### config.mk
export PLATFORM = sky130hd
export DESIGN_NAME = pipe_stage_reg
export DESIGN_NICKNAME = d
export VERILOG_FILES = /design/src/rtl/pipe_stage_reg.sv
export SDC_FILE = /design/constraint.sdc
export NUM_CORES = 1
export LEC_CHECK = 0
export ABC_AREA = 0
export ABC_CLOCK_PERIOD_IN_PS = 2200
export BUFFER_PORTS_ARGS = -buffer_cell sky130_fd_sc_hd__buf_2
export CELL_PAD_IN_SITES_DETAIL_PLACEMENT = 1
export CELL_PAD_IN_SITES_GLOBAL_PLACEMENT = 1
export CORE_MARGIN = 2
export CORE_UTILIZATION = 30
export CTS_CLUSTER_SIZE = 24
export DETAILED_ROUTE_END_ITERATION = 7
export GPL_ROUTABILITY_DRIVEN = 0
export PLACE_DENSITY_LB_ADDON = 0.08
export SLEW_MARGIN = 20
export SYNTH_ARGS = -nofsm -noshare
export SYNTH_HDL_FRONTEND = slang
export SYNTH_SLANG_ARGS = --single-unit
export TNS_END_PERCENT = 1
### constraint.sdc
create_clock -name clk -period 2.2 [get_ports clk]
set_input_delay 0 -clock clk [delete_from_list [all_inputs] [get_ports clk]]
set_output_delay 0 -clock clk [all_outputs]
set_load 0.005 [all_outputs]
### src/rtl/pipe_stage_reg.sv
// pipe_stage_reg: parametrised pipeline register between two stages.
// It carries a packed payload and a packed control field with a valid/ready
// handshake, a synchronous flush, and an optional 2-entry skid buffer that
// makes in_ready a registered signal.
//
// Parameters:
//   DATA_W  payload width
//   CTRL_W  control-field width
//   SKID    1 = 2-entry skid buffer with registered in_ready
//           0 = single register with combinational in_ready
//   CNT_W   width of the saturating stall-cycle counter
//
// Ports:
//   clk           rising-edge clock for all state
//   reset         synchronous, active-high reset
//   flush         synchronous squash of every held entry
//   in_valid      upstream offers an entry
//   in_ready      this stage can take an entry this cycle
//   in_data       upstream payload
//   in_ctrl       upstream control bits
//   out_valid     output entry is valid
//   out_ready     downstream takes the output this cycle
//   out_data      registered payload
//   out_ctrl      registered control bits, forced to zero while out_valid=0
//   stall_cycles  saturating count of cycles with out_valid && !out_ready
module pipe_stage_reg #(
  parameter int DATA_W = 128,
  parameter int CTRL_W = 5,
  parameter int SKID   = 1,
  parameter int CNT_W  = 16
) (
  input  logic              clk,
  input  logic              reset,
  input  logic              flush,
  input  logic              in_valid,
  output logic              in_ready,
  input  logic [DATA_W-1:0] in_data,
  input  logic [CTRL_W-1:0] in_ctrl,
  output logic              out_valid,
  input  logic              out_ready,
  output logic [DATA_W-1:0] out_data,
  output logic [CTRL_W-1:0] out_ctrl,
  output logic [CNT_W-1:0]  stall_cycles
);

  typedef enum logic [1:0] {EMPTY, ONE, FULL} state_t;

  logic [DATA_W-1:0] main_data;
  logic [CTRL_W-1:0] main_ctrl;
  logic              main_valid;
  logic              ready_int;
  logic [CNT_W-1:0]  stall_q;

  generate
    if (SKID != 0) begin : g_skid
      state_t            state;
      logic [DATA_W-1:0] skid_data;
      logic [CTRL_W-1:0] skid_ctrl;
      logic              ready_q;

      // The main register is always the head of the queue. The skid register
      // only fills when the head is stalled and upstream still offers data,
      // because in_ready was already high for that cycle. ready_q is kept
      // equal to (state != FULL) so that upstream sees a flop, not logic.
      always_ff @(posedge clk) begin
        if (reset) begin
          state      <= EMPTY;
          main_data  <= '0;
          main_ctrl  <= '0;
          main_valid <= 1'b0;
          skid_data  <= '0;
          skid_ctrl  <= '0;
          ready_q    <= 1'b1;
        end else if (flush) begin
          state      <= EMPTY;
          main_valid <= 1'b0;
          ready_q    <= 1'b1;
        end else begin
          case (state)
            EMPTY: begin
              if (in_valid) begin
                main_data  <= in_data;
                main_ctrl  <= in_ctrl;
                main_valid <= 1'b1;
                state      <= ONE;
              end
            end
            ONE: begin
              if (out_ready) begin
                if (in_valid) begin
                  main_data <= in_data;
                  main_ctrl <= in_ctrl;
                end else begin
                  main_valid <= 1'b0;
                  state      <= EMPTY;
                end
              end else if (in_valid) begin
                skid_data <= in_data;
                skid_ctrl <= in_ctrl;
                ready_q   <= 1'b0;
                state     <= FULL;
              end
            end
            FULL: begin
              if (out_ready) begin
                main_data <= skid_data;
                main_ctrl <= skid_ctrl;
                ready_q   <= 1'b1;
                state     <= ONE;
              end
            end
            default: begin
              state      <= EMPTY;
              main_valid <= 1'b0;
              ready_q    <= 1'b1;
            end
          endcase
        end
      end

      assign ready_int = ready_q;
    end else begin : g_direct
      // Without skid storage, the stage may accept whenever the current
      // entry leaves this cycle or there is no entry at all.
      assign ready_int = out_ready || !main_valid;

      // An input transfer always overwrites the register. An output
      // transfer with no replacement empties the stage.
      always_ff @(posedge clk) begin
        if (reset) begin
          main_data  <= '0;
          main_ctrl  <= '0;
          main_valid <= 1'b0;
        end else if (flush) begin
          main_valid <= 1'b0;
        end else if (in_valid && ready_int) begin
          main_data  <= in_data;
          main_ctrl  <= in_ctrl;
          main_valid <= 1'b1;
        end else if (out_ready) begin
          main_valid <= 1'b0;
        end
      end
    end
  endgenerate

  // This counts edges where the output is held against back-pressure.
  // The count stops at its maximum instead of wrapping. Flush does not
  // clear it; only reset does.
  always_ff @(posedge clk) begin
    if (reset) begin
      stall_q <= '0;
    end else if (main_valid && !out_ready && (stall_q != {CNT_W{1'b1}})) begin
      stall_q <= stall_q + CNT_W'(1);
    end
  end

  // Gating control with valid makes an empty stage look like a NOP to
  // downstream write-enables. This holds even though main_ctrl keeps
  // stale bits after a flush.
  assign out_valid    = main_valid;
  assign out_data     = main_data;
  assign out_ctrl     = main_valid ? main_ctrl : '0;
  assign in_ready     = ready_int;
  assign stall_cycles = stall_q;

endmodule
==> metrics.txt <==
overall die width=around 200 um; area of the placeable core=between 0.03 and 0.04 sq mm; Clock Skews=0.00796 ns; critical path's largest stage delay=~0.60 ns; Core Rows=72; Max stage delay cell, worst path=dlygate4sd3_1; Post-DP HPWL=between 20000 and 30000 um; fraction of the yosys area taken by sequential cells=48.1%; leading register cell type out of synthesis=dfxtp_1; category of the worst setup path capture point=register; remaining global-route overflow=0; Routed WL per cell=18.2 um; top cells by instance count after synthesis=dfxtp_1, a21oi_1, nand2_1; Hold Slack=~0.27 ns; number of detailed-routing iterations run before antenna repair=6; result of the run=finished, final reports clean; per-cell via count in the routed design=between 5 and 6; Placed Area=between 0.01 and 0.015 sq mm; Total Routing Usage GR=between 10% and 20%; antenna violations before repair=1; worst ir drop on vdd=between 0.4 and 0.5 mV; starting density of the core=slightly above 30%; post-synthesis to final-layout area growth=39.9%; final-report max-slew violation count=0; number of instances in the synthesized netlist=1337; Max Freq=slightly below 0.5 GHz; post-synthesis register bit count=approximately 290; setup tns final=0 ns; crit-path leading delay family=simple AND/OR/NAND/NOR gates; average size of a mapped cell=about 8.9 sq um; final-stage net count=around 1.8k; DRT Wirelength=between 40000 and 50000 um; DR vias=around 11k; Post-route DRC=0; share of flip-flops with an asynchronous set or reset=0%; type of the tightest min-delay check=in -> reg; arrival time of data at the critical path endpoint=2.46 ns; number of library cell types mapped by synthesis=between 40 and 50; max-cap violation count=0; share of cells above drive strength 1=about 22%; maximum number of pins on one net before global-route repair=81; largest cells by area after synthesis=dfxtp_1, a21oi_1, mux2i_1, a311oi_1, nand2_1; depth of the CTS H-tree=2; number of setup violations in the final report=0; fillers=~4.5k; crit path buf inv count=1; post-route ant nets=0; part of the cycle the worst path needs=about 94%; synth warn=0; area taken by flip-flops and latches=roughly 0.0057 sq mm; ordered list of cells on the worst path=nand2b_1 > or3_4 > nand2_1 > a21oi_1 > dlygate4sd3_1; vertical extent of the die=around 200 um; Post-Syn Area=between 0.01 and 0.015 sq mm; worst endpoint required time=around 2.6 ns; Worst slew margin=about three fifths; vias in the first global route=about 11k; sort of element at the start of the critical path=register; Static Leak=around 7.3 nW; fraction of post-synthesis cell area in the top cell type by area=48.1%; Clk Tree Root Cell=clkbuf_16; PortBufs=288; Slew @ Worst Pin=just over 0.6 ns; initial DRC count=roughly 420; CP Max Fanout=20; overall die area=between 0.04 and 0.05 sq mm; clock tree from TritonCTS=done; Mapped Nets=roughly 1.5k; global-route wire length before repair=between 60000 and 70000 um; leading area contributor after synthesis=dfxtp_1; count of boundary I/O pins=between 200 and 300; total clock sinks=approximately 290; number of endpoints with negative hold slack in the final report=0; leading cell type by number of instances after synthesis=dfxtp_1; CTS Buf Count=36; clock period minus final worst setup slack=2.06 ns; area of combinational cells with multiple inputs=roughly 0.0056 sq mm; pwr dens=781 mW/mm^2; clock latency reported for the late side of the worst-skew pair=between 0.5 and 0.6 ns; worst setup path class=reg -> reg; Layout Cell Area excl Fill=around 0.017 sq mm; RSZ-0062 raised after global routing=no; clock-pin slew on the worst setup and hold paths=about 0.06 ns; Clock Tree Buf Depth=3; number of enable-type register cells in the synthesized netlist=0
power by group:
group          total [W]  internal, W  switching (W)
registers        0.00550      0.00538       0.000122
clock network    0.00614      0.00385        0.00229
logic            0.00138     0.000658       0.000722
layout by cell type (no fill, tap or decap), drive strengths merged, types with 2 or more instances in the layout:
master and instances:
or4 5, and4 4, clkbuf 56, or3 7, nand3 5, o21ai 9, inv 4, o31ai 4
nor3 6, nand4 7, nor2 5, nor2b 5, buf 323, diode 2, dlygate4sd3 146, mux2i 133
a311oi 133, nor4 4, a21oi 281, bufinv 4, clkinv 4, dfxtp 286, and2 7, nand2b 4
nand2 275
flip-flops by register name (all words and copies together) (netlist names):
register,flops
g_skid.skid_ctrl,5
g_skid.skid_data,128
g_skid.state,2
in_ready,1
main_ctrl,5
out_data,128
out_valid,1
stall_cycles,16
worst min-delay path: cells and delay by family:
kind                   cells  cell delay [ns]
buffers and inverters      2             0.66
and+or+nand+nor            1             0.05
AOI/OAI and AO/OA          1             0.05
layer usage:
metal  global-route usage (%)  wire, um  vias up
met5                        0        13        -
met1                     25.9     19700     5423
met4                     5.76       789        2
li1                         -         -     5594
met2                     31.2     18600      231
met3                     3.53      1860       54
timing repair:
| action | CTS | global route |
|---|---|---|
| gates resized for setup | 0 | 3 |
| hold buffers | 146 | 0 |
| hold endpoints to repair | 277 | 0 |
| endpoints found under the setup margin | 0 | 8 |
| setup buffers | 0 | 1 |
path summary, 6_finish.rpt:
| kind | startpoint | to | slack, ns | cells past startpoint |
|---|---|---|---|---|
| min reg2reg | g_skid.skid_data[33] | g_skid.skid_data[33] | 0.45 | 2 |
| min | in_data[18] | g_skid.skid_data[18] | 0.27 | 4 |
| max reg2reg | g_skid.state[1] | g_skid.skid_data[106] | 0.14 | 5 |
| max | g_skid.state[1] | g_skid.skid_data[106] | 0.14 | 5 |
stage by stage:
stage,total power (W),setup slack (ns),cells,utilization (%)
6_report,0.0130,0.140,2251,42.8
5_1_grt,0.0136,0.0293,2249,42.8
4_1_cts,0.0132,0.0601,2247,42.7
3_5_place_dp,0.00680,0.308,2038,35.8
3_3_place_gp,0.00678,0.394,2038,35.8
2_1_floorplan,0.00621,0.514,1337,-
logic make-up after synthesis:
group / Yosys count / share of synthesized area [%]
AOI/OAI and AO/OA: 435 / 22.8
muxes: 134 / 11.3
and+or+nand+nor: 338 / 12.3
DFF: 286 / 48.1
adders and majority gates: 1 / 0.105
buffers and inverters: 143 / 5.49
cell type report:
cell class / instances / area share (%)
multi-input cells: 908 / 33.3
well taps: 518 / 3.89
clock inverters: 8 / 0.841
diodes: 2 / 0.0300
inverters: 4 / 0.135
clock buffers: 55 / 6.50
repair buffers: 470 / 20.9
flip-flops and latches: 286 / 34.4
(Power assumes the default switching activity.)
